`config.mk`:
```
export PLATFORM = sky130hd
export DESIGN_NAME = hsv2rgb
export DESIGN_NICKNAME = d
export VERILOG_FILES = /design/src/rtl/hsv2rgb.sv
export SDC_FILE = /design/constraint.sdc
export NUM_CORES = 1
export LEC_CHECK = 0
export CAP_MARGIN = 10
export CORE_ASPECT_RATIO = 0.8
export CORE_MARGIN = 2
export CORE_UTILIZATION = 59
export CTS_BUF_LIST = sky130_fd_sc_hd__clkbuf_8
export DETAILED_ROUTE_END_ITERATION = 7
export PLACE_DENSITY_LB_ADDON = 0.12
export SETUP_SLACK_MARGIN = 0.4
export SLEW_MARGIN = 20
export SYNTH_ARGS = -nofsm -noshare
export SYNTH_HDL_FRONTEND = slang
export SYNTH_SLANG_ARGS = --single-unit
```
`constraint.sdc`:
```
create_clock -name clk -period 4.74 [get_ports clk]
set_input_delay 0.711 -clock clk [delete_from_list [all_inputs] [get_ports clk]]
set_output_delay 0.711 -clock clk [all_outputs]
set_load 0.02 [all_outputs]
```
`src/rtl/hsv2rgb.sv`:
```
// hsv2rgb: pipelined HSV-to-RGB converter for the HDMI video path.
//
// Parameters:
//   SECTOR    - hue codes per 60-degree sector (6 sectors span H = 0..255).
//   EXTRA_REG - 0 or 1; adds one output register stage. Latency = 4 + EXTRA_REG.
//
// Ports:
//   clk        pixel clock, all logic rising-edge
//   rst        synchronous active-high reset, clears every pipeline register
//   ce         clock enable; the pixel pipeline and the sync delay line hold when 0
//   de_in      data enable, aligned with H/S/V
//   hsync_in   horizontal sync
//   vsync_in   vertical sync
//   H, S, V    8-bit hue / saturation / value
//   red, green, blue             8-bit converted pixel
//   de_out, hsync_out, vsync_out syncs delayed by the pipeline latency
//
// Optional macro HSV2RGB_BLANK_EN: when defined, RGB is forced to 0 at the
// final stage whenever the delayed de is 0. Latency is unchanged.
module hsv2rgb #(
  parameter int unsigned SECTOR    = 43,
  parameter int unsigned EXTRA_REG = 0
) (
  input  logic       clk,
  input  logic       rst,
  input  logic       ce,
  input  logic       de_in,
  input  logic       hsync_in,
  input  logic       vsync_in,
  input  logic [7:0] H,
  input  logic [7:0] S,
  input  logic [7:0] V,
  output logic [7:0] red,
  output logic [7:0] green,
  output logic [7:0] blue,
  output logic       de_out,
  output logic       hsync_out,
  output logic       vsync_out
);

  localparam int unsigned LAT = 4 + EXTRA_REG;

  // Stage 1 combinational: sector by comparator chain, fractional hue.
  logic [2:0] w_region;
  logic [7:0] w_base;
  logic [7:0] w_diff;
  logic [7:0] w_f;

  // Highest threshold passed wins; stopping at k=5 clamps the region.
  always_comb begin
    w_region = '0;
    for (int unsigned k = 1; k <= 5; k++) begin
      if (32'(H) >= SECTOR * k) w_region = 3'(k);
    end
  end

  assign w_base = 8'(SECTOR * 32'(w_region));
  assign w_diff = H - w_base;
  assign w_f    = 8'(w_diff * 8'd6);

  logic [7:0] r1_s, r1_v, r1_f;
  logic [2:0] r1_reg;
  logic       r1_sz;

  logic [7:0] r2_a, r2_b, r2_c, r2_v;
  logic [2:0] r2_reg;
  logic       r2_sz;

  logic [7:0] r3_p, r3_q, r3_t, r3_v;
  logic [2:0] r3_reg;
  logic       r3_sz;

  logic [7:0] r4_r, r4_g, r4_b;

  // Sync delay line, one entry per pipeline stage: {de, hsync, vsync}.
  logic [LAT-1:0][2:0] r_sd;

  logic [7:0] w_r, w_g, w_b;

  always_ff @(posedge clk) begin
    if (rst) begin
      r1_s <= '0; r1_v <= '0; r1_f <= '0; r1_reg <= '0; r1_sz <= 1'b0;
      r2_a <= '0; r2_b <= '0; r2_c <= '0; r2_v <= '0; r2_reg <= '0; r2_sz <= 1'b0;
      r3_p <= '0; r3_q <= '0; r3_t <= '0; r3_v <= '0; r3_reg <= '0; r3_sz <= 1'b0;
      r4_r <= '0; r4_g <= '0; r4_b <= '0;
      r_sd <= '0;
    end else if (ce) begin
      // S1
      r1_s   <= S;
      r1_v   <= V;
      r1_f   <= w_f;
      r1_reg <= w_region;
      r1_sz  <= (S == 8'd0);
      // S2
      r2_a   <= 8'(({8'd0, r1_s} * {8'd0, r1_f}) >> 8);
      r2_b   <= 8'(({8'd0, r1_s} * {8'd0, 8'd255 - r1_f}) >> 8);
      r2_c   <= 8'd255 - r1_s;
      r2_v   <= r1_v;
      r2_reg <= r1_reg;
      r2_sz  <= r1_sz;
      // S3
      r3_p   <= 8'(({8'd0, r2_v} * {8'd0, r2_c}) >> 8);
      r3_q   <= 8'(({8'd0, r2_v} * {8'd0, 8'd255 - r2_a}) >> 8);
      r3_t   <= 8'(({8'd0, r2_v} * {8'd0, 8'd255 - r2_b}) >> 8);
      r3_v   <= r2_v;
      r3_reg <= r2_reg;
      r3_sz  <= r2_sz;
      // S4
      r4_r   <= w_r;
      r4_g   <= w_g;
      r4_b   <= w_b;
      // Syncs
      r_sd[0] <= {de_in, hsync_in, vsync_in};
      for (int unsigned i = 1; i < LAT; i++) r_sd[i] <= r_sd[i-1];
    end
  end

  // S4 output mux; r_sd[2] is the sync entry moving into the S4-aligned slot.
  always_comb begin
    w_r = r3_v;
    w_g = r3_t;
    w_b = r3_p;
    case (r3_reg)
      3'd0: begin w_r = r3_v; w_g = r3_t; w_b = r3_p; end
      3'd1: begin w_r = r3_q; w_g = r3_v; w_b = r3_p; end
      3'd2: begin w_r = r3_p; w_g = r3_v; w_b = r3_t; end
      3'd3: begin w_r = r3_p; w_g = r3_q; w_b = r3_v; end
      3'd4: begin w_r = r3_t; w_g = r3_p; w_b = r3_v; end
      default: begin w_r = r3_v; w_g = r3_p; w_b = r3_q; end
    endcase
    if (r3_sz) begin
      w_r = r3_v;
      w_g = r3_v;
      w_b = r3_v;
    end
`ifdef HSV2RGB_BLANK_EN
    if (!r_sd[2][2]) begin
      w_r = '0;
      w_g = '0;
      w_b = '0;
    end
`endif
  end

  generate
    if (EXTRA_REG != 0) begin : g_extra
      logic [7:0] r5_r, r5_g, r5_b;
      always_ff @(posedge clk) begin
        if (rst) begin
          r5_r <= '0; r5_g <= '0; r5_b <= '0;
        end else if (ce) begin
          r5_r <= r4_r; r5_g <= r4_g; r5_b <= r4_b;
        end
      end
      assign red   = r5_r;
      assign green = r5_g;
      assign blue  = r5_b;
    end else begin : g_noextra
      assign red   = r4_r;
      assign green = r4_g;
      assign blue  = r4_b;
    end
  endgenerate

  assign de_out    = r_sd[LAT-1][2];
  assign hsync_out = r_sd[LAT-1][1];
  assign vsync_out = r_sd[LAT-1][0];

endmodule

```
==> results.yml <==
final_layout:
  design_area_um2: 18600
  fin_util_pct: 71.0
  regMostFlops: "r_sd"
  multi_input_area_um2: 12300
  regArea_um2: 2770
  largest_register_ff_count: 9
  nets: 2304
  fillers: 2102
  synthToLayoutAreaGrowth_pct: 19.1
  diodes: 0
  drive_above_1_share_pct: 16.8
floorplanning:
  boundaryPins: 57
  rows: 53
  core-area_um2: 26100
  die_h_um: 149
  die_area_um2: 27700
  fp.dieW_um: 186
  initial_core_util_pct: 59.6
timing:
  worst_pin_slew_ns: 1.11
  fin_tns_setup_ns: 0
  final-hold-violation-count: 0
  min_period_over_period_pct: 94.5
  fin_worst_skew_ns: 0.0282
  fin_ws_ns: 0.259
  slew_viol_final: 0
  max_freq_ghz: 0.223
  finalSetupViolCount: 0
  fin_hold_ws_ns: 0.478
  fin_crit_ns: 4.48
  rsz0062_at_grt: "true"
  relSlewSlack_pct: 26.2
routing:
  wl_um: 40400
  num_vias: 12837
  routedWlPerCell_um: 17.6
  final_antenna_net_count: 0
  first_pass_iters: 7
  routed_via_density: 5.60
  remaining_drc_errors: 0
  drtIter0Drc: 986
clock_network:
  cts_max_path_buffers: 2
  clk_latency_ns: 0.48
  tritoncts: "yes"
  ctsRootBufferMaster: "clkbuf_8"
  cts_htree_levels: 4
  cts_hold_buf: 0
  clkSinkCount: 135
  clk_pin_slew_ns: 0.11
  cts_inserted_buffers: 17
power_and_ir_drop:
  ir_drop_v: 0.000364
  p_per_area_nw_per_um2: 262
  p_leak_nw: 8.95
grt:
  gr-total-overflow: 0
  grtUsageTotal_pct: 29.6
  grt_max_degree: 74
  grt_pass1_wl_um: 64700
  grt_pass1_vias: 12953
  antenna_found_initial: 0
placement:
  routabilityCongestion: 0.889
  portBuffers: 56
  post-dp-hpwl_um: 29600
  placed_cell_area_um2: 17200
  place_ws_ns: -0.343
critical_path:
  path_delay_family: "adder cells"
  worstPathRequired_ns: 5.08
  reg2reg_from: "r2_v[4]"
  crit_start: "r2_v[4]"
  crit_slowest_cell: "fa_1"
  crit_path_start_kind: "flop"
  path_max_fanout: 6
  path_cells: "buf_4, and2_1, fa_1, inv_1, fa_1, fa_1, inv_1, fa_1, ha_1, or3_4, o21ai_4, nor3_1, a2111oi_2, buf_4, mux2i_1, a211oi_1"
  path_class: "reg -> reg"
  endpoint_kind: "flop"
  cp.buffers_inverters: 4
  cpPeakStageDelay_ns: 0.54
  cp_common_cell: "fa_1"
  critical_path_arrival_ns: 4.82
synthesis:
  async_flop_share_pct: 0
  avgSynthCellArea_um2: 8.70
  synth_cell_types: 61
  syn_area_um2: 15600
  synth.net_count: 2172
  seq_area_frac_synth_pct: 17.3
  postSynthCellCount: 1790
  synthFlopType: "dfxtp_1"
  synth_warnings: 0
  synth_edf_count: 0
  ys_seq_elements: 135
run:
  drv_cap: 0
hold_path:
  hold_start: "red[2]"
  min_path_type: "reg -> reg"
outcome:
  status: "finished clean"
kinds of logic (layout without fill, tap and decap cells):
kind of cell    count (synthesis)  count (layout)  synth area share [%]
compound gates                229             229                  9.57
xor+xnor                       44              44                  2.56
fa+ha+maj                     352             352                  36.6
buf+inv                       334             478                  8.06
flops                         135             135                  17.3
mux                            98              98                  6.30
simple gates                  598             598                  19.6
routing by layer:
layer / share of wire, % / vias up / global-route usage (%)
met2: 47 / 368 / 47.5
met1: 46 / 6359 / 42.6
li1: - / 6070 / -
met5: 0 / - / 0
met3: 5.9 / 40 / 4.49
met4: 1.3 / 0 / 6.38
cell usage in the layout, fill, tap and decap left out, types with 6 or more instances in the layout:
cell,instances
xnor2_1,22
dfxtp_4,15
nand2b_4,6
mux2i_1,97
a21oi_1,54
nor2_1,167
fa_2,7
nor3_1,11
xor2_1,14
nor2b_1,78
ha_4,11
nand3_1,14
and2_1,71
a22oi_1,8
nand2_1,97
dfxtp_2,8
inv_1,240
o21ai_0,36
buf_4,124
inv_2,9
a311oi_1,16
a21o_1,8
buf_6,13
clkdlybuf4s50_1,46
nor2_2,6
fa_1,165
o211ai_1,29
dfxtp_1,112
a21oi_2,11
clkbuf_8,18
nand2b_1,94
ha_1,167
o22ai_1,8
cell usage after synthesis, drive strengths merged (6+ instances only):
cell / number / area share, %
mux2i: 97 / 6.2
clkbuf: 74 / 1.8
nor2b: 83 / 3.3
ha: 180 / 14
o21ai: 50 / 1.6
nor2: 173 / 4.2
a21o: 8 / 0.39
nand2: 101 / 2.4
a211oi: 8 / 0.42
buf: 11 / 0.28
a311oi: 18 / 1.0
xnor2: 25 / 1.4
xor2: 18 / 1.0
nand3: 17 / 0.55
dfxtp: 135 / 17
nand2b: 100 / 4.0
nor3: 15 / 0.48
and2: 74 / 3.0
inv: 249 / 6.0
o211ai: 29 / 1.4
a22oi: 8 / 0.39
o22ai: 8 / 0.32
a21oi: 66 / 2.2
or3: 6 / 0.24
fa: 172 / 22
cell type report:
| cell class | count | area share [%] |
|---|---|---|
| clock buffers | 18 | 1.34 |
| clock inverters | 13 | 0.735 |
| inverters | 249 | 5.04 |
| multi-input cells | 1321 | 66.4 |
| flip-flops and latches | 135 | 14.9 |
| well taps | 357 | 2.41 |
| repair buffers | 198 | 9.17 |
worst register-to-register path, cell delays in order (launching register included):
cell and delay [ns]:
dfxtp_4 0.39, buf_4 0.16, and2_1 0.15, fa_1 0.54, inv_1 0.05, fa_1 0.45, fa_1 0.49, inv_1 0.05
fa_1 0.45, ha_1 0.34, or3_4 0.35, o21ai_4 0.10, nor3_1 0.11, a2111oi_2 0.23, buf_4 0.19, mux2i_1 0.21
a211oi_1 0.10
through the flow:
stage,total power [mW],instances
2_1_floorplan,2.89,1790
3_3_place_gp,3.53,2220
3_5_place_dp,3.60,2220
4_1_cts,4.70,2271
5_1_grt,5.22,2291
6_report,4.86,2291
power by group:
part	total, mW	internal, mW	switching (mW)	leakage, nW
Combinational	2.50	1.20	1.31	7.64
Clock	0.989	0.443	0.546	0.192
Sequential	1.37	1.23	0.136	1.12
worst paths after layout:
path | cells after the start | to | slack, ns
worst max-delay path | 16 | r3_p[7] | 0.26
worst min-delay path | 2 | red[2] | 0.48
worst max register to register | 16 | r3_p[7] | 0.26
worst min register to register | 2 | red[2] | 0.48
timing repair:
action	4_1_cts	5_1_grt
setup endpoints to repair	29	31
endpoints found under the hold margin	0	0
setup buffers	20	20
gates resized for setup	96	108
pin swaps	43	56
No activity file was read; power rests on OpenSTA's default activity.
